<file path="config.mk">
export PLATFORM = sky130hd
export DESIGN_NAME = clk_div_ctrl_flat
export DESIGN_NICKNAME = d
export VERILOG_FILES = /design/src/rtl/clk_div_ctrl_if.sv /design/src/rtl/clk_div_ctrl.sv /design/src/flat_wrapper.sv
export SDC_FILE = /design/constraint.sdc
export NUM_CORES = 1
export LEC_CHECK = 0
export ABC_CLOCK_PERIOD_IN_PS = 2600
export BUFFER_PORTS_ARGS = -buffer_cell sky130_fd_sc_hd__buf_2
export CAP_MARGIN = 10
export CORE_ASPECT_RATIO = 0.7
export CORE_MARGIN = 3
export CORE_UTILIZATION = 35
export CTS_CLUSTER_DIAMETER = 80
export DETAILED_ROUTE_END_ITERATION = 10
export PLACE_DENSITY_LB_ADDON = 0.25
export SYNTH_ARGS = -nofsm -noshare
export SYNTH_HDL_FRONTEND = slang
export SYNTH_SLANG_ARGS = --single-unit
</file>
<file path="constraint.sdc">
create_clock -name clk_in -period 2.6 [get_ports clk_in]
set_input_delay 0.13 -clock clk_in [delete_from_list [all_inputs] [get_ports clk_in]]
set_output_delay 0.13 -clock clk_in [all_outputs]
set_load 0.05 [all_outputs]
</file>
<file path="src/rtl/clk_div_ctrl_if.sv">
// Control/status bundle for clk_div_ctrl: run request, ratio-change
// handshake and the divided clock outputs.
interface clk_div_ctrl_if #(
    parameter int unsigned BIT_SIZE = 10
);
    logic                enable;
    logic                div_req;
    logic [BIT_SIZE-1:0] div_val;
    logic                div_ready;
    logic                div_ack;
    logic                div_err;
    logic                clk_out;
    logic                tick;
    logic                busy;

    modport master (
        output enable, div_req, div_val,
        input  div_ready, div_ack, div_err, clk_out, tick, busy
    );

    modport slave (
        input  enable, div_req, div_val,
        output div_ready, div_ack, div_err, clk_out, tick, busy
    );
endinterface

</file>
<file path="src/rtl/clk_div_ctrl.sv">
// Programmable integer clock divider with a ratio-change handshake.
// The divided clock is high for active_div/2 cycles and low for the rest;
// new ratios are applied only on a period boundary.
// Optional feature: define CLK_DIV_CTRL_SOFT_STOP_EN to finish the current
// period before stopping (DRAIN); otherwise enable=0 freezes the divider.
module clk_div_ctrl #(
    parameter int unsigned BIT_SIZE    = 10,
    parameter int unsigned DEFAULT_DIV = 4
) (
    input  logic          clk_in,
    input  logic          reset,
    clk_div_ctrl_if.slave bus
);

    typedef enum logic [1:0] {
        STOP  = 2'd0,
        RUN   = 2'd1,
        DRAIN = 2'd2
    } state_t;

    state_t              state_q, state_d;
    logic [BIT_SIZE-1:0] cnt_q, cnt_d;
    logic [BIT_SIZE-1:0] active_div_q, active_div_d;
    logic [BIT_SIZE-1:0] pend_div_q, pend_div_d;
    logic                pending_q, pending_d;
    logic                clk_out_q, clk_out_d;
    logic                tick_q, tick_d;
    logic                div_ack_q, div_ack_d;
    logic                div_err_q, div_err_d;

    logic                at_wrap;
    logic                at_half;
    logic                accept;
    logic                div_valid;

    assign at_wrap   = (cnt_q == active_div_q - 1'b1);
    assign at_half   = (cnt_q == (active_div_q >> 1) - 1'b1);
    assign accept    = bus.div_req && !pending_q;
    assign div_valid = (bus.div_val >= BIT_SIZE'(2));

    // State register
    always_ff @(posedge clk_in) begin
        if (reset) begin
            state_q <= STOP;
        end else begin
            state_q <= state_d;
        end
    end

    // Counter, divided clock, ratio registers and handshake pulses
    always_ff @(posedge clk_in) begin
        if (reset) begin
            cnt_q        <= '0;
            active_div_q <= BIT_SIZE'(DEFAULT_DIV);
            pend_div_q   <= '0;
            pending_q    <= 1'b0;
            clk_out_q    <= 1'b0;
            tick_q       <= 1'b0;
            div_ack_q    <= 1'b0;
            div_err_q    <= 1'b0;
        end else begin
            cnt_q        <= cnt_d;
            active_div_q <= active_div_d;
            pend_div_q   <= pend_div_d;
            pending_q    <= pending_d;
            clk_out_q    <= clk_out_d;
            tick_q       <= tick_d;
            div_ack_q    <= div_ack_d;
            div_err_q    <= div_err_d;
        end
    end

    // Next-state, counting and ratio-change decisions
    always_comb begin
        state_d      = state_q;
        cnt_d        = cnt_q;
        active_div_d = active_div_q;
        pend_div_d   = pend_div_q;
        pending_d    = pending_q;
        clk_out_d    = clk_out_q;
        tick_d       = 1'b0;
        div_ack_d    = 1'b0;
        div_err_d    = 1'b0;

        case (state_q)
            STOP: begin
                if (bus.enable) begin
                    state_d = RUN;
                end
                // A ratio accepted on the same edge the divider stopped is
                // still pending here; apply it before taking a new one.
                if (pending_q) begin
                    active_div_d = pend_div_q;
                    cnt_d        = '0;
                    pending_d    = 1'b0;
                    div_ack_d    = 1'b1;
                end else if (accept && div_valid) begin
                    active_div_d = bus.div_val;
                    cnt_d        = '0;
                    div_ack_d    = 1'b1;
                end
            end
            default: begin
`ifdef CLK_DIV_CTRL_SOFT_STOP_EN
                state_d = bus.enable ? RUN : DRAIN;
                if (at_wrap) begin
                    cnt_d = '0;
                    if (state_q == DRAIN && !bus.enable) begin
                        state_d   = STOP;
                        clk_out_d = 1'b0;
                    end else begin
                        clk_out_d = 1'b1;
                        tick_d    = 1'b1;
                    end
                    if (pending_q) begin
                        active_div_d = pend_div_q;
                        pending_d    = 1'b0;
                        div_ack_d    = 1'b1;
                    end
                end else begin
                    cnt_d = cnt_q + 1'b1;
                    if (at_half) begin
                        clk_out_d = 1'b0;
                    end
                end
`else
                if (!bus.enable) begin
                    state_d = STOP;
                    // Frozen counter may exceed the new ratio, so restart
                    // the period from 0 when a pending ratio lands on stop.
                    if (pending_q) begin
                        active_div_d = pend_div_q;
                        cnt_d        = '0;
                        pending_d    = 1'b0;
                        div_ack_d    = 1'b1;
                    end
                end else if (at_wrap) begin
                    cnt_d     = '0;
                    clk_out_d = 1'b1;
                    tick_d    = 1'b1;
                    if (pending_q) begin
                        active_div_d = pend_div_q;
                        pending_d    = 1'b0;
                        div_ack_d    = 1'b1;
                    end
                end else begin
                    cnt_d = cnt_q + 1'b1;
                    if (at_half) begin
                        clk_out_d = 1'b0;
                    end
                end
`endif
            end
        endcase

        // Invalid ratios are rejected in any state; valid ones made while
        // running wait for the period boundary.
        if (accept && !div_valid) begin
            div_err_d = 1'b1;
        end else if (accept && state_q != STOP) begin
            pend_div_d = bus.div_val;
            pending_d  = 1'b1;
        end
    end

    assign bus.div_ready = !pending_q;
    assign bus.div_ack   = div_ack_q;
    assign bus.div_err   = div_err_q;
    assign bus.clk_out   = clk_out_q;
    assign bus.tick      = tick_q;
    assign bus.busy      = (state_q != STOP);

endmodule

</file>
<file path="src/flat_wrapper.sv">
// flat-port wrapper written by rule: the top's interface ports become plain ports
module clk_div_ctrl_flat 
#(
    parameter int unsigned BIT_SIZE    = 10,
    parameter int unsigned DEFAULT_DIV = 4
)
  (clk_in, reset, bus_enable, bus_div_req, bus_div_val, bus_div_ready, bus_div_ack, bus_div_err, bus_clk_out, bus_tick, bus_busy);
  clk_div_ctrl_if #(.BIT_SIZE(BIT_SIZE)) bus_i ();
  input  logic clk_in;
  input  logic reset;
  input wire logic [$bits(bus_i.enable)-1:0] bus_enable;
  input wire logic [$bits(bus_i.div_req)-1:0] bus_div_req;
  input wire logic [$bits(bus_i.div_val)-1:0] bus_div_val;
  output wire logic [$bits(bus_i.div_ready)-1:0] bus_div_ready;
  output wire logic [$bits(bus_i.div_ack)-1:0] bus_div_ack;
  output wire logic [$bits(bus_i.div_err)-1:0] bus_div_err;
  output wire logic [$bits(bus_i.clk_out)-1:0] bus_clk_out;
  output wire logic [$bits(bus_i.tick)-1:0] bus_tick;
  output wire logic [$bits(bus_i.busy)-1:0] bus_busy;
  assign bus_i.enable = bus_enable;
  assign bus_i.div_req = bus_div_req;
  assign bus_i.div_val = bus_div_val;
  assign bus_div_ready = bus_i.div_ready;
  assign bus_div_ack = bus_i.div_ack;
  assign bus_div_err = bus_i.div_err;
  assign bus_clk_out = bus_i.clk_out;
  assign bus_tick = bus_i.tick;
  assign bus_busy = bus_i.busy;
  clk_div_ctrl #(.BIT_SIZE(BIT_SIZE), .DEFAULT_DIV(DEFAULT_DIV)) u_core (.clk_in(clk_in), .reset(reset), .bus(bus_i));
endmodule
</file>
== Yosys cells after proc, flatten, opt, wreduce, memory -nomap -nowiden ==
Cells that the tools add are included.
Word-level totals
  flip-flop bits (word level): 37
  bits in latches: 0
  RAM bits: 0
  ROM bits: 0
  output and inout port bits: 6
  memories: 0
Operators by class
  $add $sub $neg: 3
  multiply operators: 0
  divide/modulo/power cells: 0
  order comparisons: 1
  equal/unequal tests: 6
  shift operators: 0
  multiplexer cells: 30
  bitwise gates (word level): 3
  reduce and logical (&&, ||, !) cells: 16
Operator list (count)
  $mux W10: 12
  $eq A10 B10 Y1: 2
  $mux W1: 15
  $add A10 B1 Y10 const B: 1
  $ge A10 B2 Y1 const B: 1
  $sub A10 B1 Y10 const B: 1
  $sub A9 B1 Y10 const B: 1
  $reduce_and A2 Y1: 4
  $mux W2: 3
  $ne A3 B1 Y1 const B: 2
  $logic_and A1 B1 Y1: 4
  $reduce_bool A2 Y1: 2
  $not A1 Y1: 3
  $reduce_and A3 Y1: 1
  $reduce_bool A3 Y1: 1
  $reduce_or A3 Y1: 1
  $logic_not A1 Y1: 2
  $logic_not A2 Y1: 1
  $ne A2 B1 Y1 const B: 1
  $ne A2 B2 Y1 const B: 1

== Logic depth before layout (Yosys ltp) ==
  word-level depth: 7
  depth in mapped cells: 9
  depth with buffers taken out: 8

== Worst setup path after synthesis ==
No wires, ideal clock.
  path type: register to register
  start: register u_core.active_div_q[0]
  end: register u_core.active_div_q[0]
  arrival: 2.319 ns
  data required time: 2.479 ns
  slack: 0.160 ns
  cell stages (with the launch flop): 10
  path buffers: 1
  clock period less this slack: 2.440 ns
  path through: dfxtp_1 > inv_1 > ha_1 > nor3b_2 > nand2_1 > mux2_2 > a311oi_4 > o31a_1 > buf_6 > mux2_4
On the way
  cells in the longest elaborated chain, start to end: 4
  elaborated cells between the ends (all ways): 8
  those cells by class: add/sub (1); eq/ne (2); mux (4); reduce/logical (1)
RTL lines
  start: declaration: line clk_div_ctrl.sv:23  | logic [BIT_SIZE-1:0] active_div_q, active_div_d;
  start signal: assignment: line clk_div_ctrl.sv:54  | active_div_q <= BIT_SIZE'(DEFAULT_DIV);
  start signal: assignment: line clk_div_ctrl.sv:63  | active_div_q <= active_div_d;
  $sub A10 B1 Y10 / $mux W10 (equally long branches)
  $eq A10 B10 Y1 / $mux W10 (equally long branches)
  $ne A3 B1 Y1 (no line) / $mux W10 (equally long branches)
  $reduce_and A2 Y1 (no line) / $mux W10 (equally long branches)
Parallel ways exist; a longest one is shown, timed or not. The select of a mux whose other input is x is not followed.
A chain may end at the register's enable or synchronous reset.

== Final worst setup path ==
  start: register u_core.active_div_q[0]
  end: register u_core.cnt_q[2]
On the way
  cells in the longest elaborated chain, start to end: 5
RTL lines
  $sub A10 B1 Y10: line clk_div_ctrl.sv:36  | assign at_wrap = (cnt_q == active_div_q - 1'b1);
  $eq A10 B10 Y1: line clk_div_ctrl.sv:36
  $mux W10: line clk_div_ctrl.sv:137  | end else if (at_wrap) begin
  $mux W10: line clk_div_ctrl.sv:127  | if (!bus.enable) begin
  $mux W10: line clk_div_ctrl.sv:85  | case (state_q)
  end signal: assignment: line clk_div_ctrl.sv:62  | cnt_q <= cnt_d;
  end: declaration: line clk_div_ctrl.sv:22  | logic [BIT_SIZE-1:0] cnt_q, cnt_d;
Every way passes these cells.

==> flow_summary_export.csv <==
group,metric,value,unit
sta,worst_pin_slew,0.7118,ns
outcome,run_status,"finished, final reports clean",
logic_synthesis,async_reset_ff_frac,0,
worst_setup_path,path_cells,"inv_1 > ha_1 > nor3b_2 > nand2_1 > mux2_2 > a311oi_4 > buf_4 > o211ai_1 > buf_4 > o311ai_1",
logic_synthesis,synth.area.top_cells,"dfxtp_1, xnor2_1, mux2i_1, mux2_4, nand2_1",
pwr,p_per_area,834.6,nW/um2
final_layout,fin_util,0.4407,
clock_network,cts_buffers,5,
routing,vias,2109,
clock_network,cts_root_buffer,"clkbuf_8",
clock_network,clockBufferDepth,2,
clock_network,cts_sinks,36,
floorplanning,die-height,76.13,um
worst_setup_path,cp.arrival,2.61,ns
floorplanning,rows,24,
floorplanning,start_util,0.3773,
logic_synthesis,synth_cell_type_count,48,
sta,min_period_over_period,0.9289,
global_routing,grt_max_degree,37,
logic_synthesis,yosysWarningCount,0,
routing,drc,0,
pwr,cellLeakagePower,1.124,nW
sta,rsz0062_at_grt,"no",
logic_synthesis,syn_inst,294,
routing,drt-total-wl,5998,um
clock_network,cts_hold_buffers,0,
run,cap_viol_max_count,0,
floorplanning,dieArea,8083,um2
global_routing,gr-total-overflow,0,
final_layout,drive_gt1_frac,0.2250,
routing,antenna_left,0,
logic_synthesis,synth_ff_type,"dfxtp_1",
sta,timing.final.hold_violations,0,
sta,fin_worst_skew,0.007693,ns
worst_setup_path,crit_fanout,9,
global_routing,use_met2,0.2004,
final_layout,antenna_cells,0,
clock_network,clk_latency,0.29,ns
logic_synthesis,yosysTopAreaCell,"dfxtp_1",
logic_synthesis,netlist_top_cells_count,"dfxtp_1, nand2_1, nor2_1, xnor2_1, clkbuf_1",
final_layout,final_nets,338,
sta,setup_viol,0,
global_routing,grt_usage,0.1590,
global_routing,use_met1,0.2613,
worst_setup_path,required,2.79,ns
final_layout,area_growth,16.79,%
worst_setup_path,crit_slowest_cell,"mux2_2",
worst_setup_path,crit_top_cell,"buf_4",
sta,maxSlewHeadroom,0.5237,
logic_synthesis,syn_area_per_cell,8.363,um2
routing,drt_iter0_drc,145,
global_routing,grt-busiest-layer,"met1",
placed_design,place_area,2729,um2
clock_network,clk_pin_slew,0.08,ns
routing,firstDrtPassIters,4,
logic_synthesis,synth_top_area_share,0.2931,
logic_synthesis,syn_nets,313,
worst_setup_path,cp_slowest_stage_delay,0.36,ns
logic_synthesis,yosysSeqAreaShare,0.2931,
global_routing,antenna_found_initial,0,
global_routing,grt_pass1_wl,10430,um
sta,max_freq,0.4141,GHz
global_routing,first_global_vias,2009,
routing,via_per_inst,5.131,
sta,slew_viol_final,0,
clock_network,cts_tree,"done",
sta,fin_hold_ws,0.08540,ns
placed_design,io_buffers,19,
min_path,worstHoldPathType,"in -> reg",
global_routing,grt_use_met3,0.03726,
sta,final.setup.tns,0,ns
placed_design,place_congestion,0.8754,
floorplanning,core,6516,um2
routing,wl_per_cell,14.59,um
worst_setup_path,worstSetupPathType,"reg -> reg",
floorplanning,die_w,106.2,um
placed_design,hpwlAfterDp,4573,um
logic_synthesis,synth.most_common_cell,"dfxtp_1",
final_layout,postLayoutCellArea,2872,um2
pwr,peakVddDrop,0.4297,mV
sta,post-route-min-period,2.415,ns
worst_setup_path,endpoint_kind,"flip-flop",
clock_network,cts_max_level,2,
worst_setup_path,crit_path_start_kind,"flip-flop",
logic_synthesis,syn_area,2459,um2
logic_synthesis,ys_ff_latch,36,
logic_synthesis,synth_edf_count,0,
floorplanning,ios,20,
## critical path, delay by kind of cell, from the launching register on
kind | cells | cell delay, ns
mux | 1 | 0.36
fa+ha+maj | 1 | 0.20
buf+inv | 3 | 0.50
flops | 1 | 0.33
simple gates | 2 | 0.27
compound gates | 3 | 0.65
## flip-flops by register name (all words and copies together), names as in the netlist
signal and cells:
u_core.active_div_q 10, u_core.bus.clk_out 1, u_core.bus.div_ack 1, u_core.cnt_q 10, u_core.bus.div_err 1, u_core.pending_q 1
u_core.bus.tick 1, u_core.pend_div_q 10, u_core.state_q 1
## worst paths after layout
check                           cells after the start                           startpoint  slack (ns)                           endpoint
worst min-delay path                                3                          bus_div_req        0.09      u_core.bus.div_err$_SDFF_PP0_
worst max register to register                     10  u_core.active_div_q[0]$_SDFFE_PP0P_        0.18       u_core.cnt_q[2]$_SDFFE_PP0P_
worst min register to register                      2    u_core.pend_div_q[7]$_SDFFE_PP0P_        0.50  u_core.pend_div_q[7]$_SDFFE_PP0P_
worst max-delay path                               10  u_core.active_div_q[0]$_SDFFE_PP0P_        0.18       u_core.cnt_q[2]$_SDFFE_PP0P_
## report_power, final
part	total [mW]	switching, mW	internal [mW]
logic	1.14	0.623	0.515
clock network	0.547	0.209	0.339
registers	0.711	0.0885	0.623
total	2.40	0.920	1.48
## routing by layer
metal / vias to the layer above / routed length (um)
li1: 1075 / -
met1: 983 / 3362
met2: 47 / 2253
met3: 4 / 340
met4: 0 / 42
met5: - / 0
## per-stage QoR
step | cells | total power [mW] | setup slack [ns]
after global routing | 411 | 2.560 | 0.04806
after global placement | 402 | 1.834 | 0.07228
after detailed placement | 402 | 1.844 | 0.003936
after CTS | 410 | 2.396 | 0.06773
after floorplan | 294 | 1.552 | 0.1597
final | 411 | 2.397 | 0.1849
## timing repair
| item | 4_1_cts | 5_1_grt |
|---|---|---|
| endpoints found under the setup margin | 9 | 16 |
| buffers inserted | 0 | 1 |
| resized for setup | 1 | 1 |
| pin swaps | 0 | 1 |
## placed cells by master, fill, tap and decap left out, types with 3 or more instances in the layout
cell type / netlist / routed
clkbuf_8: 0 / 7
nor2_1: 25 / 25
xnor2_1: 22 / 22
o211ai_1: 4 / 4
nor2b_1: 8 / 8
o21ai_0: 14 / 14
nand2_1: 28 / 28
mux2i_1: 15 / 15
inv_1: 10 / 10
nand3_1: 13 / 13
nand3b_1: 3 / 3
buf_2: 2 / 19
xor2_1: 7 / 7
nor3_1: 10 / 10
ha_1: 5 / 5
dfxtp_1: 36 / 36
o2111ai_1: 6 / 6
mux2_4: 9 / 9
nor4_1: 6 / 6
a21oi_1: 15 / 15
buf_4: 0 / 24
and2_1: 4 / 4
## kinds of logic (layout without fill, tap and decap cells)
logic type | after synthesis | count (layout) | synth area share
AOI/OAI and AO/OA | 53 | 53 | 0.1501
xor gates and xnor gates | 29 | 29 | 0.1033
adders and majority gates | 5 | 5 | 0.02545
buffers and inverters | 35 | 61 | 0.06056
DFF | 36 | 36 | 0.2931
muxes | 25 | 25 | 0.1206
and+or+nand+nor | 111 | 111 | 0.2468
## final cells by class
| cell class | count | area (um2) |
|---|---|---|
| timing repair buffer | 43 | 275.3 |
| fill | 670 | 3645 |
| clock buffer | 7 | 96.34 |
| clock inverter | 1 | 30.03 |
| inverter | 10 | 37.54 |
| sequential | 36 | 720.7 |
| multi-input combinational | 223 | 1598 |
| tap | 91 | 113.9 |
Note: power is estimated with default switching activity, not from simulation.
